--- src/rtl/spi_frame_receiver.sv ---
// SPI mode-0 slave that captures one camera frame of 8-bit pixels into the
// CNN frame buffer and reports frame status plus sticky framing errors.
module spi_frame_receiver #(
  parameter int FRAME_PIXELS = 1024,
  parameter int ADDR_WIDTH   = 10,
  parameter int SYNC_STAGES  = 2
) (
  input  logic                  clk,
  input  logic                  rst_n,
  input  logic                  spi_sclk,
  input  logic                  spi_cs_n,
  input  logic                  spi_mosi,
  input  logic                  frame_ack,
  input  logic                  err_clear,
  output logic                  buf_wr_en,
  output logic [ADDR_WIDTH-1:0] buf_wr_addr,
  output logic [7:0]            buf_wr_data,
  output logic                  frame_start,
  output logic                  frame_complete,
  output logic [ADDR_WIDTH:0]   pixel_count,
  output logic                  err_short,
  output logic                  err_overflow,
  output logic                  err_overrun
);

  typedef enum logic [1:0] {
    IDLE     = 2'd0,
    RECEIVE  = 2'd1,
    COMPLETE = 2'd2
  } state_e;

  localparam logic [ADDR_WIDTH:0] FRAME_CNT = (ADDR_WIDTH + 1)'(FRAME_PIXELS);

  // Synchronizers; chip select idles high so it resets high, avoiding a
  // false falling edge when reset is released.
  logic [SYNC_STAGES-1:0] sclk_sync_q, cs_sync_q, mosi_sync_q;
  logic                   sclk_prev_q, cs_prev_q;

  always_ff @(posedge clk or negedge rst_n) begin
    if (!rst_n) begin
      sclk_sync_q <= '0;
      cs_sync_q   <= '1;
      mosi_sync_q <= '0;
      sclk_prev_q <= 1'b0;
      cs_prev_q   <= 1'b1;
    end else begin
      // NOTE: non-blocking assignments here so every flop samples the
      // pre-edge value of its neighbour; blocking would collapse the chain.
      sclk_sync_q <= {sclk_sync_q[SYNC_STAGES-2:0], spi_sclk};
      cs_sync_q   <= {cs_sync_q[SYNC_STAGES-2:0], spi_cs_n};
      mosi_sync_q <= {mosi_sync_q[SYNC_STAGES-2:0], spi_mosi};
      sclk_prev_q <= sclk_sync_q[SYNC_STAGES-1];
      cs_prev_q   <= cs_sync_q[SYNC_STAGES-1];
    end
  end

  logic sclk_s, cs_s, mosi_s;
  logic sclk_rise, cs_fall, cs_rise;

  assign sclk_s    = sclk_sync_q[SYNC_STAGES-1];
  assign cs_s      = cs_sync_q[SYNC_STAGES-1];
  assign mosi_s    = mosi_sync_q[SYNC_STAGES-1];
  assign sclk_rise = sclk_s & ~sclk_prev_q;
  assign cs_fall   = ~cs_s & cs_prev_q;
  assign cs_rise   = cs_s & ~cs_prev_q;

  state_e                state_q, state_d;
  logic [7:0]            shift_q, shift_d;
  logic [2:0]            bit_cnt_q, bit_cnt_d;
  logic [ADDR_WIDTH:0]   pixel_count_q, pixel_count_d;
  logic                  wr_en_q, wr_en_d;
  logic [ADDR_WIDTH-1:0] wr_addr_q, wr_addr_d;
  logic [7:0]            wr_data_q, wr_data_d;
  logic                  frame_start_q, frame_start_d;
  logic                  frame_complete_q, frame_complete_d;
  logic                  err_short_q, err_short_d;
  logic                  err_overflow_q, err_overflow_d;
  logic                  err_overrun_q, err_overrun_d;
  logic                  set_short, set_overflow, set_overrun;
  logic [7:0]            byte_w;

  assign byte_w = {shift_q[6:0], mosi_s};

  always_comb begin
    // NOTE: every signal assigned below gets a default first, so no path
    // through the case can leave one unassigned and infer a latch.
    state_d          = state_q;
    shift_d          = shift_q;
    bit_cnt_d        = bit_cnt_q;
    pixel_count_d    = pixel_count_q;
    wr_en_d          = 1'b0;
    wr_addr_d        = wr_addr_q;
    wr_data_d        = wr_data_q;
    frame_start_d    = frame_start_q;
    frame_complete_d = frame_complete_q;
    set_short        = 1'b0;
    set_overflow     = 1'b0;
    set_overrun      = 1'b0;

    unique case (state_q)
      IDLE: begin
        if (cs_fall) begin
          bit_cnt_d     = '0;
          shift_d       = '0;
          pixel_count_d = '0;
          frame_start_d = 1'b1;
          state_d       = RECEIVE;
        end
      end
      RECEIVE: begin
        // SCLK is at most clk/8, so a CS rise never shares a cycle with the
        // write launched by the final SCLK edge.
        if (cs_rise) begin
          frame_start_d = 1'b0;
          bit_cnt_d     = '0;
          if (pixel_count_q == FRAME_CNT) begin
            frame_complete_d = 1'b1;
            state_d          = COMPLETE;
          end else begin
            set_short = 1'b1;
            state_d   = IDLE;
          end
        end else if (sclk_rise) begin
          shift_d   = byte_w;
          bit_cnt_d = bit_cnt_q + 3'd1;
          if (bit_cnt_q == 3'd7) begin
            if (pixel_count_q < FRAME_CNT) begin
              wr_en_d       = 1'b1;
              wr_addr_d     = pixel_count_q[ADDR_WIDTH-1:0];
              wr_data_d     = byte_w;
              pixel_count_d = pixel_count_q + 1'b1;
            end else begin
              set_overflow = 1'b1;
            end
          end
        end
      end
      COMPLETE: begin
        // A frame started here is ignored; after an ack IDLE only reacts to
        // a fresh CS fall, so the rest of that frame is dropped as well.
        if (cs_fall) set_overrun = 1'b1;
        if (frame_ack) begin
          frame_complete_d = 1'b0;
          state_d          = IDLE;
        end
      end
      default: state_d = IDLE;
    endcase

    err_short_d    = (err_short_q    & ~err_clear) | set_short;
    err_overflow_d = (err_overflow_q & ~err_clear) | set_overflow;
    err_overrun_d  = (err_overrun_q  & ~err_clear) | set_overrun;
  end

  always_ff @(posedge clk or negedge rst_n) begin
    if (!rst_n) begin
      state_q          <= IDLE;
      shift_q          <= '0;
      bit_cnt_q        <= '0;
      pixel_count_q    <= '0;
      wr_en_q          <= 1'b0;
      wr_addr_q        <= '0;
      wr_data_q        <= '0;
      frame_start_q    <= 1'b0;
      frame_complete_q <= 1'b0;
      err_short_q      <= 1'b0;
      err_overflow_q   <= 1'b0;
      err_overrun_q    <= 1'b0;
    end else begin
      state_q          <= state_d;
      shift_q          <= shift_d;
      bit_cnt_q        <= bit_cnt_d;
      pixel_count_q    <= pixel_count_d;
      wr_en_q          <= wr_en_d;
      wr_addr_q        <= wr_addr_d;
      wr_data_q        <= wr_data_d;
      frame_start_q    <= frame_start_d;
      frame_complete_q <= frame_complete_d;
      err_short_q      <= err_short_d;
      err_overflow_q   <= err_overflow_d;
      err_overrun_q    <= err_overrun_d;
    end
  end

  assign buf_wr_en      = wr_en_q;
  assign buf_wr_addr    = wr_addr_q;
  assign buf_wr_data    = wr_data_q;
  assign frame_start    = frame_start_q;
  assign frame_complete = frame_complete_q;
  assign pixel_count    = pixel_count_q;
  assign err_short      = err_short_q;
  assign err_overflow   = err_overflow_q;
  assign err_overrun    = err_overrun_q;

endmodule

--- config.mk ---
export PLATFORM = sky130hd
export DESIGN_NAME = spi_frame_receiver
export DESIGN_NICKNAME = d
export VERILOG_FILES = /design/src/rtl/spi_frame_receiver.sv
export SDC_FILE = /design/constraint.sdc
export NUM_CORES = 1
export LEC_CHECK = 0
export ABC_AREA = 0
export BUFFER_PORTS_ARGS = -buffer_cell sky130_fd_sc_hd__clkbuf_2
export CAP_MARGIN = 40
export CELL_PAD_IN_SITES_DETAIL_PLACEMENT = 0
export CELL_PAD_IN_SITES_GLOBAL_PLACEMENT = 1
export CORE_MARGIN = 4
export CORE_UTILIZATION = 35
export CTS_CLUSTER_SIZE = 16
export DETAILED_ROUTE_END_ITERATION = 7
export GPL_TIMING_DRIVEN = 0
export PLACE_DENSITY_LB_ADDON = 0.1
export SYNTH_ARGS = -nofsm -noshare
export SYNTH_HDL_FRONTEND = slang
export SYNTH_SLANG_ARGS = --single-unit
--- constraint.sdc ---
create_clock -name clk -period 2.2 [get_ports clk]
set_input_delay 0.44 -clock clk [delete_from_list [all_inputs] [get_ports clk]]
set_output_delay 0.44 -clock clk [all_outputs]
set_load 0.02 [all_outputs]
==> qor.yml <==
rsz0062_at_grt: "no"
clock_latency_ns: 0.30
grt_overflow_total: 0
r2r_slack_ns: 0.25
yosysMostFrequentCell: "nand2_1"
synth.largest_area_cell: "dfrtp_1"
setup_viol: 0
wl_per_cell_um: 15.0
fin_crit_sh_pct: 88.5
drtAntennaViolNets: 0
gp_congestion: 0.722
start_kind: "flop"
die_x_um: 88.8
core_area_sq_um: 6350
async_reset_ff_share_pct: 100
hold_viol: 0
worstPathRequired_ns: 2.43
viasPerCell: 5.01
end_kind: "flop"
yosys_warnings: 0
max_slew_margin_pct: 48.4
port_buffers: 41
ff2ff_path_depth: 6
r2r_start: "pixel_count[0]$_DFFE_PN0P_"
design_area_sq_um: 2720
dpl_cell_area_sq_um: 2590
synth_edf_count: 0
fin_skew_ns: 0.00761
root_buffer: "clkbuf_8"
yosys_most_used_dff: "dfrtp_1"
finalSetupTns_ns: 0
avgSynthCellArea_sq_um: 10.4
drtIter0Drc: 66
antenna_found_initial: 0
cts_resized: 0
start_util_pct: 36.0
p_leak_uw: 0.00134
ys_seq_area_share_pct: 60.4
layout-drive-gt1-share_pct: 21.9
cts_setup_buffers: 0
worst_r2r_endpoint: "frame_complete$_DFFE_PN0P_"
vias: 1738
synth_top_area_share_pct: 57.0
critical_path.max_fanout: 8
firstDrtPassIters: 4
arrival_ns: 2.17
path_clk_slew_ns: 0.10
fin_crit_ns: 1.95
path_class: "reg2reg"
drt-total-wl_um: 5220
synth_cells: 220
ios: 42
cts_max_path_buffers: 2
worstHoldPathType: "in2reg"
synth.distinct_cells: 39
ctsHoldBuffers: 0
cts_tree: "yes"
syn_area_sq_um: 2280
worstMarginPinSlew_ns: 0.774
drv_cap: 0
syn2layout_area_growth_pct: 19.1
ir_worst_vdd_mv: 0.304
fmax_ghz: 0.514
row_count: 29
dieHeight_um: 88.8
cts_htree_levels: 2
syn-num-nets: 231
outcome: "complete, no violations"
hold_depth: 1
grt_pass1_vias: 1788
grt_start_max_net_pins: 56
drv_slew: 0
synth_area_leaders: "dfrtp_1, nand2_1, o21ai_0"
startpoint: "pixel_count[0]$_DFFE_PN0P_"
dpl.hpwl_um: 3760
synth_common_cells: "nand2_1, dfrtp_1, o21ai_0, o31ai_1, inv_1"
n_antenna_cell: 0
die_area_sq_um: 7880
grt_pass1_wl_um: 9070
ys_ff_latch: 55
drc: 0
pwr_density_cell_nw_per_um2: 695
clkSinkCount: 55
grtUsageTotal_pct: 14.9
nets: 280
cts_buffers: 5
endpoint: "frame_complete$_DFFE_PN0P_"
-- stage by stage --
step	utilization (%)	total power [uW]	hold WS, ns	cells	worst slack, ns
global placement	40.7	1220	0.333	338	0.169
floorplan	-	1170	0.144	220	0.515
global route	42.8	1990	0.186	347	0.0791
CTS	42.7	1930	0.188	347	0.131
detailed placement	40.8	1230	0.344	339	0.170
finish	42.8	1890	0.207	347	0.253
-- report_power, final --
| group | switching [uW] | internal, uW | leakage, uW |
|---|---|---|---|
| registers | 24.3 | 1050 | 0.000736 |
| clock network | 315 | 369 | 0.0000612 |
| logic | 85.7 | 44.0 | 0.000540 |
| total | 425 | 1460 | 0.00134 |
-- routing by layer --
layer / vias up / GRT usage (%) / share of wire [%]
li1: 854 / - / -
met1: 836 / 19.7 / 47
met3: 7 / 2.61 / 4.9
met5: - / 0 / 0
met2: 41 / 24.8 / 46
met4: 0 / 4.81 / 1.8
-- worst min path at each step --
stage | slack (ns) | start | endpoint
floorplan | 0.14 | rst_n | bit_cnt_q[0]$_DFFE_PN0P_
detailed placement | 0.34 | mosi_sync_q[0]$_DFF_PN0_ | mosi_sync_q[1]$_DFF_PN0_
CTS | 0.19 | spi_cs_n | cs_sync_q[0]$_DFF_PN1_
finish | 0.21 | spi_cs_n | cs_sync_q[0]$_DFF_PN1_
global placement | 0.33 | sclk_sync_q[0]$_DFF_PN0_ | sclk_sync_q[1]$_DFF_PN0_
global route | 0.19 | spi_cs_n | cs_sync_q[0]$_DFF_PN1_
-- registers in the layout, summed over array words and instances (netlist names), 2 cells and up --
name	count
state_q	2
bit_cnt_q	3
shift_q	7
pixel_count	11
buf_wr_addr	10
buf_wr_data	8
sclk_sync_q	2
cs_sync_q	2
mosi_sync_q	2
-- cells by family after synthesis --
kind of cell / after synthesis / share of synthesized area [%]
adders and majority gates: 4 / 2.19
DFF: 55 / 60.4
muxes: 2 / 0.931
AOI/OAI and AO/OA: 46 / 12.5
xor gates and xnor gates: 1 / 0.384
buffers and inverters: 20 / 3.51
and+or+nand+nor: 92 / 20.0
-- critical path, stage by stage (launching register included) --
cell and delay, ns:
dfrtp_1 0.48, inv_1 0.13, ha_1 0.16, or4b_1 0.49
nor4_4 0.27, nand3_1 0.15, a32oi_1 0.19
-- layout by cell type (no fill, tap or decap), types with 2 or more instances in the layout --
cell      netlist  final
or4_1           4      4
a22o_1          2      2
inv_1          10     10
dfrtp_1        52     52
o22ai_1         2      2
clkbuf_8        0      6
nand4_1         2      2
nor2b_1         2      2
o31ai_1        11     11
or4b_1          2      2
o21bai_1        2      2
nand3_1         6      6
clkbuf_2        0     40
o21ai_0        17     17
a21oi_1         7      7
o21a_1          2      2
nand2b_1        3      3
clkbuf_1        7      7
or3_1           2      2
buf_2           1      2
nand2_1        61     61
dfstp_2         3      3
ha_1            4      4
-- cell type report --
type | instances | area, sq um
fillers | 627 | 3630
clock buffers | 6 | 82.6
multi-input cells | 145 | 832
well taps | 77 | 96.3
plain buffers | 9 | 38.8
clock inverters | 2 | 35.0
flip-flops and latches | 55 | 1380
repair buffers | 42 | 213
inverters | 11 | 41.3
No activity file was read; power rests on OpenSTA's default activity.
